<file path="config.mk">
export PLATFORM = sky130hd
export DESIGN_NAME = dmem_port_arbiter
export DESIGN_NICKNAME = d
export VERILOG_FILES = /design/src/rtl/dmem_port_arbiter.sv
export SDC_FILE = /design/constraint.sdc
export NUM_CORES = 1
export LEC_CHECK = 0
export CORE_MARGIN = 3
export CORE_UTILIZATION = 30
export DETAILED_ROUTE_END_ITERATION = 6
export PLACE_DENSITY = 0.68
export SYNTH_ARGS = -nofsm -noshare
export SYNTH_HDL_FRONTEND = slang
export SYNTH_SLANG_ARGS = --single-unit
export TNS_END_PERCENT = 30
</file>
<file path="constraint.sdc">
create_clock -name clk -period 2.4 [get_ports clk]
set_input_delay 0.48 -clock clk [delete_from_list [all_inputs] [get_ports clk]]
set_output_delay 0.48 -clock clk [all_outputs]
set_load 0.01 [all_outputs]
</file>
<file path="src/rtl/dmem_port_arbiter.sv">
// Shares one data-cache port between ROB commit stores and load-buffer loads.
// Requests are captured at grant, so the cache sees stable values for the whole transaction.
module dmem_port_arbiter #(
  parameter bit STORE_FIRST = 1'b1,
  parameter int WDOG_CYCLES = 1023
) (
  input  logic        clk,
  input  logic        rst,
  input  logic        rob_mem_write,
  input  logic [31:0] rob_mem_address,
  input  logic [31:0] rob_mem_wdata,
  input  logic [3:0]  rob_mem_byte_enable,
  output logic        rob_mem_resp,
  input  logic        ld_mem_read,
  input  logic [31:0] ld_mem_address,
  output logic        ld_mem_resp,
  output logic [31:0] ld_mem_rdata,
  input  logic        flush,
  output logic        dc_mem_read,
  output logic        dc_mem_write,
  output logic [31:0] dc_mem_address,
  output logic [31:0] dc_mem_wdata,
  output logic [3:0]  dc_mem_byte_enable,
  input  logic        dc_mem_resp,
  input  logic [31:0] dc_mem_rdata,
  output logic        mem_hang
);

  // state      | meaning
  // IDLE       | no cache transaction; grants a pending request
  // STORE      | committed store in flight, runs to completion
  // LOAD       | load in flight, response forwarded to the load buffer
  // LOAD_DRAIN | load flushed, waits out the cache response silently
  typedef enum logic [1:0] {IDLE, STORE, LOAD, LOAD_DRAIN} state_t;

  localparam int WDOG_W = $clog2(WDOG_CYCLES + 1);
  localparam logic [WDOG_W-1:0] WDOG_MAX = WDOG_W'(WDOG_CYCLES);

  state_t state, state_next;
  logic ld_ok, grant_store, grant_load;
  logic [31:0] addr_q, wdata_q;
  logic [3:0] be_q;
  logic [WDOG_W-1:0] wdog_cnt, wdog_inc;
  logic ld_addr_unused;

  // The cache is word-addressed for loads; the byte offset is the load buffer's business.
  assign ld_addr_unused = ^ld_mem_address[1:0];

  always_comb begin
    ld_ok = ld_mem_read && !flush;
    grant_store = 1'b0;
    grant_load = 1'b0;
    if (state == IDLE) begin
      if (rob_mem_write && (STORE_FIRST || !ld_ok)) grant_store = 1'b1;
      else if (ld_ok) grant_load = 1'b1;
    end
  end

  always_ff @(posedge clk) begin
    if (rst) state <= IDLE;
    else state <= state_next;
  end

  always_comb begin
    state_next = state;
    case (state)
      IDLE: begin
        if (grant_store) state_next = STORE;
        else if (grant_load) state_next = LOAD;
      end
      STORE: if (dc_mem_resp) state_next = IDLE;
      LOAD: begin
        if (dc_mem_resp) state_next = IDLE;
        else if (flush) state_next = LOAD_DRAIN;
      end
      LOAD_DRAIN: if (dc_mem_resp) state_next = IDLE;
      default: state_next = IDLE;
    endcase
  end

  always_comb begin
    dc_mem_read = 1'b0;
    dc_mem_write = 1'b0;
    rob_mem_resp = 1'b0;
    ld_mem_resp = 1'b0;
    ld_mem_rdata = '0;
    case (state)
      STORE: begin
        dc_mem_write = 1'b1;
        rob_mem_resp = dc_mem_resp;
      end
      LOAD: begin
        dc_mem_read = 1'b1;
        ld_mem_resp = dc_mem_resp && !flush;
      end
      LOAD_DRAIN: dc_mem_read = 1'b1;
      default: ;
    endcase
    if (ld_mem_resp) ld_mem_rdata = dc_mem_rdata;
  end

  always_ff @(posedge clk) begin
    if (rst) begin
      addr_q <= '0;
      wdata_q <= '0;
      be_q <= '0;
    end else if (grant_store) begin
      addr_q <= rob_mem_address;
      wdata_q <= rob_mem_wdata;
      be_q <= rob_mem_byte_enable;
    end else if (grant_load) begin
      addr_q <= {ld_mem_address[31:2], 2'b00};
      wdata_q <= '0;
      be_q <= 4'b1111;
    end
  end

  assign dc_mem_address = addr_q;
  assign dc_mem_wdata = wdata_q;
  assign dc_mem_byte_enable = be_q;

  assign wdog_inc = (&wdog_cnt) ? wdog_cnt : wdog_cnt + 1'b1;

  always_ff @(posedge clk) begin
    if (rst) begin
      wdog_cnt <= '0;
      mem_hang <= 1'b0;
    end else begin
      if (grant_store || grant_load) wdog_cnt <= '0;
      else if (state != IDLE) wdog_cnt <= wdog_inc;
      if (state != IDLE && wdog_inc == WDOG_MAX) mem_hang <= 1'b1;
    end
  end

endmodule

</file>
Word level (Yosys, flattened, before mapping)
Index checks and enable logic that the tools add are counted.
{"block": "word_totals", "rom_bits": 0, "output_inout_bits": 105, "latch_bits": 0, "in_bits": 138, "memories": 0, "ram_bits": 0, "ff_bits": 81}
{"block": "classes", "magnitude_cmp": 0, "n_reduce_logical": 13, "n_bitwise": 0, "shift": 0, "add_sub_neg": 1, "mux": 23, "n_div": 0, "n_eq_ne": 7, "n_mul": 0}
{"operator": "2-to-1 mux 32 bit", "count": 5}
{"operator": "adder 10 x 1 -> 10 bit, second input constant", "count": 1}
{"operator": "equality test 10 bit, second input constant", "count": 1}
{"operator": "2-to-1 mux 10 bit", "count": 1}
{"operator": "2-to-1 mux 2 bit", "count": 5}
{"operator": "AND reduction 10 bit", "count": 1}
{"operator": "2-to-1 mux 1 bit", "count": 9}
{"operator": "2-to-1 mux 4 bit", "count": 2}
{"operator": "!= test 3 bit, second input constant", "count": 2}
{"operator": "one-hot mux 2 bit (3 select lines)", "count": 1}
{"operator": "OR reduction 2 bit", "count": 3}
{"operator": "equality test 2 bit, second input constant", "count": 2}
{"operator": "nonzero test 2 bit", "count": 2}
{"operator": "logical AND 1 bit", "count": 3}
{"operator": "AND reduction 3 bit", "count": 1}
{"operator": "equality test 2 x 1 -> 1 bit, second input constant", "count": 1}
{"operator": "logical NOT 2 bit", "count": 1}
{"operator": "!= test 2 x 1 -> 1 bit, second input constant", "count": 1}
{"operator": "logical NOT 1 bit", "count": 1}
{"operator": "logical OR 1 bit", "count": 1}

Logic depth before layout (Yosys ltp)
{"block": "logic_depth", "depth_word": 8, "depth_mapped": 6}

Worst setup path before layout
No wires, ideal clock.
{"block": "synth_timing", "path_type": "input to output", "from": "input port flush", "to": "output port ld_mem_rdata[22]", "path_slack_ps": 654, "path_stages": 4, "arrival_time_ps": 1266, "n_path_buf": 1, "required_time_ps": 1920, "path_cell_list": "nor2_1 -> and3_1 -> clkbuf_1 -> and2_1"}
{"block": "synth_via", "elab_chain_cells": 4}
{"element": "start, declared", "line": "18", "rtl": "input logic flush,"}
{"element": "logical NOT 1 bit", "line": "94", "rtl": "ld_mem_resp = dc_mem_resp && !flush;"}
{"element": "logical AND 1 bit", "line": "94"}
{"element": "2-to-1 mux 1 bit", "line": "87", "rtl": "case (state)"}
{"element": "named net ld_mem_resp", "line": "16", "rtl": "output logic ld_mem_resp,"}
{"element": "2-to-1 mux 32 bit", "line": "99", "rtl": "if (ld_mem_resp) ld_mem_rdata = dc_mem_rdata;"}
{"element": "end, declared", "line": "17", "rtl": "output logic [31:0] ld_mem_rdata,"}
The timed path passes the listed nets, and every way through them passes these cells.

Worst setup path after layout
{"block": "layout_timing", "from": "input port flush", "to": "output port ld_mem_rdata[30]"}
{"block": "layout_via", "elab_chain_cells": 4}
{"element": "logical NOT 1 bit", "line": "94"}
{"element": "logical AND 1 bit", "line": "94"}
{"element": "2-to-1 mux 1 bit", "line": "87"}
{"element": "2-to-1 mux 32 bit", "line": "99"}
Every way passes these cells.

==> impl_metrics.ini <==
[outcome]
status = finished clean

[place]
io_buffers = 240
placed_area_um2 = 6180
finalWeightedCongestion = 0.817
hpwl_mm = 9.41

[worst_setup_path]
reg2reg_depth = 5
cp.required_ns = 1.92
worstPathMaxFanout = 33
crit_start = flush
arrival_ns = 1.84
reg2reg_from = state[1]$_SDFFE_PP0P_
start_kind = primary input
regToRegSetupSlack_ns = 0.51
endpoint_kind = primary output
worstSetupPathType = primary input to primary output
rr_endpoint = dc_mem_wdata[11]$_SDFFE_PP0P_

[grt]
grt_max_degree = 47
grt_pass1_wl_mm = 18.4
grt_remaining_overflow = 0
grt_pass1_vias = 3633
track_usage_pct = 17.4
antenna_found_initial = 0

[clock_network]
numCtsBuffers = 9
htree_levels = 3
path_clk_slew_ns = 0.05
cts_hold_buf = 0
root_buffer = clkbuf_16
cts_tree = built
clock-sinks = 81
clk_latency_ns = 0.34
clock_path_buffers = 2
post-cts-setup-buffers = 0

[power_and_ir_drop]
swShare_pct = 25.7
power_density_nw_per_um2 = 579
clkPwrFrac_pct = 35.5
p_seq_share_pct = 40.6
peakVddDrop_mv = 0.314
p_int_mw = 2.76
p_leak_nw = 2.55
p_comb_share_pct = 23.9
p_sw_uw = 955

[layout]
fillers = 1100
layout_commonest_cell = clkdlybuf4s50_1
design_area_um2 = 6420
n_antenna_cell = 0
nets = 773
final_layout_size_suffix_gt1_share_pct = 9.09
syn_to_final_growth_pct = 74.5
mostFrequentLayoutCells = clkdlybuf4s50_1, dfxtp_1, nand2_1

[drt]
drt-initial-drc-count = 150
drt-total-wl_mm = 12.4
ant_nets = 0
drc = 0
wl_per_cell_um = 15.9
vias = 3744
vias_per_cell = 4.79
dr.pass1.iters = 4

[logic_synthesis]
synth_edf_count = 0
yosys-top-cells-area = dfxtp_1, a311oi_2, nand2_1
seq_area_frac_synth_pct = 44.1
synth_nets = 542
synth.distinct_cells = 45
synthesis.area_um2 = 3680
synth_top_flop_cell = dfxtp_1
syn_inst = 403
ys_seq_elements = 81
yosys_warnings = 0
synth_top_area_share_pct = 44.1
syn_avg_cell_area_um2 = 9.13
async_flop_share_pct = 0
synth_top_cell_by_area = dfxtp_1

[timing]
slew_viol_final = 0
max_freq_mhz = 431
hold_violations = 0
rsz0062_at_grt = no
setup_viol = 0
period_minus_slack_ns = 2.32
fin_worst_skew_ns = 0.00365
period_share_pct = 96.7
relSlewSlack_pct = 31.3
fin_tns_setup_ns = 0
worstMarginPinSlew_ns = 1.03

[flow_run]
cap_violations = 0

[hold_path]
hp-start = mem_hang$_SDFFE_PP0P_
whs_path_depth = 2
hold_end = mem_hang$_SDFFE_PP0P_
worstHoldPathType = flop to flop

[floorplan]
die_h_um = 117
std_cell_rows = 39
ios = 243
die_w_um = 117
initial_utilization_pct = 31.4
dieArea_um2 = 13600
core_um2 = 11700
## timing repair
item / CTS / global route
endpoints found under the hold margin: 0 / 0
resized for setup: 34 / 0
endpoints found under the setup margin: 33 / 0
## worst max-delay path: stages
cell	delay (ns)
clkdlybuf4s50_1	0.44
nor2_1	0.13
and3_4	0.21
buf_12	0.15
and2_1	0.15
dlygate4sd2_1	0.27
## worst max-delay path by stage
stage                                   to  slack, ns  cells after the start
after floorplan           ld_mem_rdata[22]       0.65                      4
after global placement    ld_mem_rdata[24]      -0.16                      6
after detailed placement  ld_mem_rdata[30]      -0.21                      6
after CTS                 ld_mem_rdata[30]       0.08                      6
after global routing      ld_mem_rdata[27]       0.02                      6
final                     ld_mem_rdata[30]       0.08                      6
## cells by family after synthesis
kind of cell,synth area share (%)
simple gates,25.3
flops,44.1
compound gates,22.4
buf+inv,5.51
mux,1.36
xor+xnor,0.953
fa+ha+maj,0.340
## per-stage QoR
| step | util, % | hold WS (ns) | power (mW) | setup slack [ns] | std cells |
|---|---|---|---|---|---|
| finish | 54.8 | 0.466 | 3.71 | 0.0780 | 781 |
| global route | 54.8 | 0.485 | 3.90 | 0.0161 | 781 |
| CTS | 54.8 | 0.475 | 3.78 | 0.0782 | 781 |
| detailed placement | 52.7 | 0.454 | 2.43 | -0.207 | 766 |
| global placement | 52.7 | 0.450 | 2.42 | -0.156 | 766 |
| floorplan | - | 0.477 | 1.93 | 0.654 | 403 |
## synthesized netlist by cell type, types with 4 or more instances
cell type,number
nand4_1,4
mux2i_1,5
buf_4,5
nor3_1,8
inv_1,5
nor2_1,62
a311oi_2,24
and2_1,33
a311oi_1,6
nand2_1,71
dfxtp_1,81
a22o_1,26
clkbuf_1,7
buf_2,9
buf_6,6
nand3_1,4
a22oi_1,8
## power groups by stage
stage	logic [mW]	clock network, mW	registers, mW
5_1_grt	0.961	1.42	1.52
3_3_place_gp	0.891	0	1.53
2_1_floorplan	0.348	0	1.58
4_1_cts	0.902	1.37	1.51
3_5_place_dp	0.898	0	1.54
6_report	0.888	1.32	1.51
## layer usage
| layer | track usage [%] | vias to the layer above | part of all wire, % |
|---|---|---|---|
| met5 | 0 | - | 0 |
| met4 | 3.98 | 0 | 0.85 |
| met3 | 8.34 | 10 | 9.4 |
| met2 | 29.4 | 146 | 49 |
| met1 | 20.1 | 1716 | 41 |
| li1 | - | 1872 | - |
## cell type report
type / instances / area [µm²] / area share (%)
timing repair buffer: 249 / 2460 / 38.4
multi-input combinational: 288 / 1860 / 29.0
sequential: 81 / 1620 / 25.3
clock buffer: 11 / 233 / 3.63
tap: 143 / 179 / 2.79
clock inverter: 4 / 45.0 / 0.702
inverter: 5 / 18.8 / 0.292
## flip-flops by register name (all words and copies together), names as in the netlist
register and count:
dc_mem_address 32, dc_mem_wdata 32, wdog_cnt 10, dc_mem_byte_enable 4, state 2, mem_hang 1
Power figures use the tool's default switching activity.
